$ cat src/rtl/if_prefetch_queue.sv
// Instruction-fetch stage: byte-wide fetch, little-endian assembly, and a DEPTH-entry
// instruction/PC queue with flush redirect and credit-based request throttling.
module if_prefetch_queue #(
    parameter int                ADDR_W     = 32,
    parameter int                INST_BYTES = 4,
    parameter int                DEPTH      = 4,
    parameter logic [ADDR_W-1:0] RESET_PC   = '0,
    localparam int               INST_W     = 8 * INST_BYTES
) (
    input  logic              clk,
    input  logic              rst,
    input  logic              rdy,
    input  logic              flush_i,
    input  logic [ADDR_W-1:0] flush_pc_i,
    output logic              mem_req_o,
    output logic [ADDR_W-1:0] mem_addr_o,
    input  logic              mem_gnt_i,
    input  logic [7:0]        mem_data_i,
    output logic              inst_valid_o,
    output logic [INST_W-1:0] inst_o,
    output logic [ADDR_W-1:0] inst_pc_o,
    output logic [ADDR_W-1:0] next_pc_o,
    input  logic              inst_ready_i
);
    localparam int IDX_W = (INST_BYTES > 1) ? $clog2(INST_BYTES) : 1;
    localparam int PTR_W = $clog2(DEPTH);
    localparam int CNT_W = PTR_W + 1;
    localparam logic [IDX_W-1:0] LAST_IDX = IDX_W'(INST_BYTES - 1);

    typedef enum logic {ISSUE, HOLD} state_t;

    state_t              state;
    logic [ADDR_W-1:0]   fetch_pc;
    logic [IDX_W-1:0]    idx;
    logic                tag_vld, tag_last;
    logic [IDX_W-1:0]    tag_idx;
    logic [ADDR_W-1:0]   tag_pc;
    logic [INST_W-1:0]   asm_q, asm_full;
    logic [INST_W-1:0]   q_inst [DEPTH];
    logic [ADDR_W-1:0]   q_pc   [DEPTH];
    logic [PTR_W-1:0]    rd_ptr, wr_ptr;
    logic [CNT_W-1:0]    count, count_nxt, inflight, inflight_nxt;
    logic                grant, start, last_grant, arrive, push, pop, credit_nxt;

    // Request is forced low while reset is held even though the FSM already sits in ISSUE.
    assign mem_req_o  = rdy && !rst && (state == ISSUE);
    assign mem_addr_o = fetch_pc + ADDR_W'(idx);

    assign grant      = mem_req_o && mem_gnt_i;
    assign start      = grant && (idx == '0);
    assign last_grant = grant && (idx == LAST_IDX);
    assign arrive     = rdy && tag_vld;
    assign push       = arrive && tag_last;
    assign pop        = rdy && inst_valid_o && inst_ready_i;

    always_comb begin
        asm_full = asm_q;
        asm_full[int'(tag_idx)*8 +: 8] = mem_data_i;
    end

    // Credit looks at post-edge occupancy: queued plus started-but-not-pushed instructions.
    assign count_nxt    = count + CNT_W'(push) - CNT_W'(pop);
    assign inflight_nxt = inflight + CNT_W'(start) - CNT_W'(push);
    assign credit_nxt   = (int'(count_nxt) + int'(inflight_nxt)) < DEPTH;

    always_ff @(posedge clk or posedge rst) begin
        if (rst) begin
            state    <= ISSUE;
            fetch_pc <= RESET_PC;
            idx      <= '0;
            tag_vld  <= 1'b0;
            tag_last <= 1'b0;
            tag_idx  <= '0;
            tag_pc   <= '0;
            asm_q    <= '0;
            rd_ptr   <= '0;
            wr_ptr   <= '0;
            count    <= '0;
            inflight <= '0;
        end else if (rdy) begin
            if (flush_i) begin
                state    <= ISSUE;
                fetch_pc <= flush_pc_i;
                idx      <= '0;
                tag_vld  <= 1'b0;
                rd_ptr   <= '0;
                wr_ptr   <= '0;
                count    <= '0;
                inflight <= '0;
            end else begin
                tag_vld <= grant;
                if (grant) begin
                    tag_last <= last_grant;
                    tag_idx  <= idx;
                    tag_pc   <= fetch_pc;
                end
                if (arrive) asm_q <= asm_full;
                if (last_grant) begin
                    idx      <= '0;
                    fetch_pc <= fetch_pc + ADDR_W'(INST_BYTES);
                    state    <= credit_nxt ? ISSUE : HOLD;
                end else if (grant) begin
                    idx <= idx + 1'b1;
                end
                if (state == HOLD && credit_nxt) state <= ISSUE;
                if (push) wr_ptr <= wr_ptr + 1'b1;
                if (pop)  rd_ptr <= rd_ptr + 1'b1;
                count    <= count_nxt;
                inflight <= inflight_nxt;
            end
        end
    end

    // Storage needs no reset: outputs are masked while the queue is empty.
    always_ff @(posedge clk) begin
        if (rdy && !flush_i && push) begin
            q_inst[wr_ptr] <= asm_full;
            q_pc[wr_ptr]   <= tag_pc;
        end
    end

    assign inst_valid_o = (count != '0);
    assign inst_o       = inst_valid_o ? q_inst[rd_ptr] : '0;
    assign inst_pc_o    = inst_valid_o ? q_pc[rd_ptr] : '0;
    assign next_pc_o    = inst_valid_o ? q_pc[rd_ptr] + ADDR_W'(INST_BYTES) : '0;

endmodule

$ cat config.mk
export PLATFORM = sky130hd
export DESIGN_NAME = if_prefetch_queue
export DESIGN_NICKNAME = d
export VERILOG_FILES = /design/src/rtl/if_prefetch_queue.sv
export SDC_FILE = /design/constraint.sdc
export NUM_CORES = 1
export LEC_CHECK = 0
export CORE_ASPECT_RATIO = 0.8
export CORE_MARGIN = 1.5
export CORE_UTILIZATION = 51
export DETAILED_ROUTE_END_ITERATION = 8
export PLACE_DENSITY = 0.78
export SYNTH_ARGS = -nofsm -noshare
export SYNTH_HDL_FRONTEND = slang
export SYNTH_SLANG_ARGS = --single-unit
$ cat constraint.sdc
create_clock -name clk -period 3.55 [get_ports clk]
set_input_delay 0.71 -clock clk [delete_from_list [all_inputs] [get_ports clk]]
set_output_delay 0.71 -clock clk [all_outputs]
set_load 0.01 [all_outputs]
==> Word-level counts from Yosys, hierarchy flattened <==
Memory sizes are Yosys's and may differ from the RTL's.
Index checks and enable logic that the tools add are counted.
{ "word_totals": {"ff_bits": 113, "ram_bits": 256, "out_inout_bits": 130, "word_cells": 82, "n_memories": 2} }
{ "classes": {"n_addsub": 12, "magnitude_cmp": 1, "n_eq_ne": 1, "shift": 2, "mux": 22, "bitwise": 2, "reduce_logical": 28} }
{ "memory_table": {"columns": ["memory", "depth", "width", "read_ports", "rd_ports_with_merged_regs", "wr", "line", "source"], "rows": [
  ["q_inst", 4, 32, 1, 0, 1, "39", "logic [INST_W-1:0] q_inst [DEPTH];"],
  ["q_pc", 4, 32, 1, 0, 1, "40", "logic [ADDR_W-1:0] q_pc [DEPTH];"]
]} }
{ "ops": {"columns": ["cell", "n"], "rows": [
  ["2-to-1 mux 32 bit", 5],
  ["adder 32 x 3 -> 32 bit, second input constant", 2],
  ["negation 5 -> 33 bit", 1],
  ["variable shift 8 x 33 -> 32 bit, first input constant", 1],
  ["variable part select 8 x 33 -> 32 bit", 1],
  ["adder 32 x 2 -> 32 bit", 1],
  ["bitwise mux 32 bit", 1],
  ["2-to-1 mux 2 bit", 7],
  ["logical AND 1 bit", 12],
  ["AND reduction 2 bit", 5],
  ["nonzero test 3 bit", 3],
  ["2-to-1 mux 1 bit", 7],
  ["adder 2 x 1 -> 2 bit, second input constant", 3],
  ["adder 3 x 1 -> 3 bit", 2],
  ["2-to-1 mux 3 bit", 2],
  ["AND reduction 3 bit", 2],
  ["nonzero test 2 bit", 3],
  ["subtractor 3 x 1 -> 3 bit", 2],
  ["adder 3 x 3 -> 4 bit", 1],
  ["less-than comparator 4 x 3 -> 1 bit, second input constant", 1],
  ["equality test 2 bit, second input constant", 1],
  ["logical NOT 1 bit", 2],
  ["logical NOT 2 bit", 1],
  ["NOT 1 bit", 2]
]} }

==> Depth between registers and ports, before layout <==
{ "depth": {"word_depth": 13, "depth_mapped": 16} }

==> Worst setup path before layout <==
OpenSTA, ideal clock, no wires.
{ "synth_path": {"path_kind": "input -> register", "start": "input port rdy", "end": "register state", "setup_time_ps": 119, "arrival_ps": 3343, "required_ps": 3431, "slack_ps": 88, "path_stages": 14, "path_buffers": 1, "cell_sequence": "clkbuf_1 nor4bb_1 nand2_1 ha_1 inv_1 ha_1 inv_1 fa_1 xnor2_1 xnor2_1 ha_1 nor4_1 o21ai_0 o21a_1"} }
{ "synth_via": {"elab_chain_len": 12, "word_cells_on_any_way": 22, "classes_between": "5 x add/sub; 1 x order compare; 4 x mux; 12 x reduce/logical"} }
{ "synth_lines": {"columns": ["item", "line", "source"], "rows": [
  ["start: declaration", "12", "input logic rdy,"],
  ["logical AND 1 bit (2 in series)", "46", "assign mem_req_o = rdy && !rst && (state == ISSUE);"],
  ["logical AND 1 bit", "49", "assign grant = mem_req_o && mem_gnt_i;"],
  ["logical AND 1 bit", "50", "assign start = grant && (idx == '0);"],
  ["adder 3 x 1 -> 3 bit", "63", "assign inflight_nxt = inflight + CNT_W'(start) - CNT_W'(push);"],
  ["subtractor 3 x 1 -> 3 bit", "63", null],
  ["adder 3 x 3 -> 4 bit", "64", "assign credit_nxt = (int'(count_nxt) + int'(inflight_nxt)) < DEPTH;"],
  ["less-than comparator 4 x 3 -> 1 bit", "64", null],
  ["2-to-1 mux 1 bit", "101", "state <= credit_nxt ? ISSUE : HOLD;"],
  ["2-to-1 mux 1 bit", "98", "if (last_grant) begin"],
  ["2-to-1 mux 1 bit", "105", "if (state == HOLD && credit_nxt) state <= ISSUE;"],
  ["2-to-1 mux 1 bit", "81", "if (flush_i) begin"],
  ["end signal: assignment", "101", null],
  ["end: declaration", "32", "state_t state;"]
]} }
Several ways; a longest one is shown, not always the timed one. The select of a mux whose other input is x is not followed.
A chain may end at the register's enable or synchronous reset.

==> Worst setup path in the final report <==
{ "layout_path": {"start": "register rd_ptr[0]", "end": "output port next_pc_o[18]"} }
{ "layout_via": {"elab_chain_len": 3} }
{ "layout_lines": {"columns": ["item", "line", "source"], "rows": [
  ["start: declaration", "41", "logic [PTR_W-1:0] rd_ptr, wr_ptr;"],
  ["start signal: assignment", "107", "if (pop) rd_ptr <= rd_ptr + 1'b1;"],
  ["memory (4 x 32 bit)", null, null],
  ["adder 32 x 3 -> 32 bit", "125", "assign next_pc_o = inst_valid_o ? q_pc[rd_ptr] + ADDR_W'(INST_BYTES) : '0;"],
  ["2-to-1 mux 32 bit", "125", null],
  ["end: declaration", "22", "output logic [ADDR_W-1:0] next_pc_o,"]
]} }
Every way passes these cells.

==> results.toml <==
[status]
outcome = "complete, but fails checks"
violations = "setup timing"

[hold_path]
hold_path.class = "reg2reg"

[routing]
wl_per_cell_um = 21.24
dr.pass1.iters = 6
drt-total-wl_um = 40880
drtAntennaViolNets = 0
drcViolationCount = 0
vias = 11140
vias_per_cell = 5.789
drtIter0Drc = 1139

[finish]
layout_common_cells = "edfxtp_1, clkdlybuf4s50_1, dfrtp_1"
nNetsFinal = 1540
fin_area_um2 = 21400
area.growth.synth_to_final_pct = 27.46
final_common_cell = "edfxtp_1"
drive_gt1_share_pct = 25.90
antennaDiodeCount = 0

[pwr]
power_leakage_nw = 7.981
max-vdd-ir-drop_mv = 0.3607
power_density_nw_per_um2 = 667.2
p_total_mw = 14.28

[floorplanning]
io_pins = 176
core_um2 = 32480
die_h_um = 165.3
num_rows = 59
die_w_um = 205.9
dieArea_um2 = 34020
start_util_pct = 51.69

[logic_synthesis]
synth.cell_area_um2 = 16790
synth_seq_cells = 369
ys.flop_type = "edfxtp_1"
async_reset_ff_share_pct = 30.62
ys_seq_area_share_pct = 62.63
syn_inst = 1204
synth.avg_cell_area_um2 = 13.94
yosysUniqueCellTypes = 62
synth_nets = 1274
synth_edf_count = 256
yosysWarningCount = 0

[global_routing]
antenna_found_initial = 0
grt.total_usage_pct = 23.80
grt_pass1_wl_um = 61730
grt_max_degree = 65
grt_overflow_total = 0
grt_pass1_vias = 10880

[timing]
fin_worst_skew_ns = 0.02386
hold_viol_final = 0
final-max-slew-violation-count = 0
fmax_ghz = 0.2583
slew_headroom_pct = 36.17
min_period_over_period_pct = 109.1
fin_crit_ns = 3.872
rsz0062_at_grt = "true"
final-setup-viol-count = 19
worst_pin_slew_ns = 0.9502
layout_setup_ws_ns = -0.3218

[clock_tree]
cts_max_path_buffers = 3
cts_tree = "yes"
cts_hold_buffers = 0
cts_buffers = 37
clk_pin_slew_ns = 0.06
htree_levels = 2
worst_skew_pair.late_latency_ns = 0.53
cts-root-buf = "clkbuf_16"
clock_sinks = 369

[critical_path]
cp-start-kind = "flip-flop"
r2r_slack_ns = 0.47
worstSetupPathType = "reg2out"
cp_max_fo = 6
cp.depth = 9
crit_slowest_cell = "or4_4"
crit_chain = "buf_12 > buf_12 > mux4_2 > nand3_4 > buf_4 > or4_4 > or4_4 > nand2_1 > buf_2"
crit_path_end_kind = "output pin"
arrival_ns = 3.16
worst_r2r_path_depth = 15
r2r_end = "state"
cp_num_buf_inv = 4
r2r-start = "count[1]"
crit_start = "rd_ptr[0]"
crit_family = "simple AND/OR/NAND/NOR gates"
required_ns = 2.84
critical-path-max-stage-delay_ns = 0.54
crit_path_end = "next_pc_o[18]"

[place]
post_dp_cell_area_um2 = 19500
hpwl_um = 25930
portBuffers = 175
place.gp.congestion = 0.8662

[flow_run]
maxCapViolCount = 0
[logic make-up after synthesis]
| family | count (synthesis) | synth area share, % |
|---|---|---|
| AO/OA/AOI/OAI | 154 | 5.455 |
| buffers and inverters | 136 | 3.391 |
| AND/OR/NAND/NOR | 334 | 10.33 |
| XOR/XNOR | 45 | 2.348 |
| adder cells (fa/ha/maj) | 24 | 1.923 |
| flip-flops | 369 | 62.63 |
| multiplexers | 142 | 13.92 |
[synthesized netlist by cell type (all sizes together) (30+ instances only)]
| library cell | number | share of area [%] |
|---|---|---|
| nor2 | 55 | 1.2 |
| inv | 66 | 1.5 |
| edfxtp | 256 | 46 |
| nand3 | 33 | 1.0 |
| clkbuf | 46 | 1.0 |
| mux4 | 64 | 8.7 |
| nand2 | 88 | 2.0 |
| dfrtp | 113 | 17 |
| a21oi | 30 | 0.89 |
| mux2 | 74 | 5.0 |
| and2 | 70 | 2.6 |
| o21ai | 71 | 2.1 |
[through the flow]
step | setup slack, ns | utilization, % | TNS (ns) | hold slack [ns] | cells
3_5_place_dp | -0.3266 | 60.04 | -1.759 | 0.4928 | 1824
6_report | -0.3218 | 65.88 | -4.228 | 0.5047 | 1925
5_1_grt | -0.4002 | 65.88 | -6.019 | 0.5127 | 1925
3_3_place_gp | -0.2193 | 60.04 | -1.012 | 0.4864 | 1824
2_1_floorplan | 0.08815 | - | 0 | 0.4709 | 1204
4_1_cts | -0.3115 | 64.93 | -3.543 | 0.5061 | 1912
[worst min-delay path by stage]
stage | from | end | cells after the start
5_1_grt | asm_q[26] | asm_q[26] | 1
6_report | asm_q[15] | asm_q[15] | 1
2_1_floorplan | tag_pc[0] | q_pc[0][0] | 0
4_1_cts | asm_q[23] | asm_q[23] | 1
3_3_place_gp | asm_q[1] | asm_q[1] | 1
3_5_place_dp | asm_q[23] | asm_q[23] | 1
[where the power goes]
group / switching [mW] / internal, mW / total (mW)
logic: 2.45 / 2.63 / 5.09
registers: 0.410 / 5.07 / 5.48
clock network: 1.62 / 2.09 / 3.71
[final cells by class]
type | count | area, um2
fill | 2232 | 11080
sequential | 369 | 10520
multi-input combinational | 699 | 6050
timing repair buffer | 297 | 2900
clock buffer | 48 | 967.2
tap | 427 | 534.3
inverter | 66 | 251.5
clock inverter | 19 | 173.9
[per-layer routing]
metal | global-route usage, % | wire (um) | share of wire (%)
met5 | 0 | 0 | 0
met4 | 6.192 | 846 | 2.1
met3 | 3.297 | 2922 | 7.1
met2 | 35.61 | 18670 | 46
met1 | 36.82 | 18430 | 45
[flip-flops by register name (all words and copies together) (netlist names)]
| register | cells |
|---|---|
| q_inst | 128 |
| q_pc | 128 |
| asm_q | 32 |
| fetch_pc | 32 |
| tag_pc | 32 |
| count | 3 |
| inflight | 3 |
| idx | 2 |
| rd_ptr | 2 |
| tag_idx | 2 |
| wr_ptr | 2 |
| state | 1 |
| tag_last | 1 |
| tag_vld | 1 |
[timing repair]
action,4_1_cts,5_1_grt
buffers inserted,20,13
endpoints found under the setup margin,91,45
cloned,1,1
gates resized for setup,144,61
pin swaps,15,17
(Power assumes the default switching activity.)
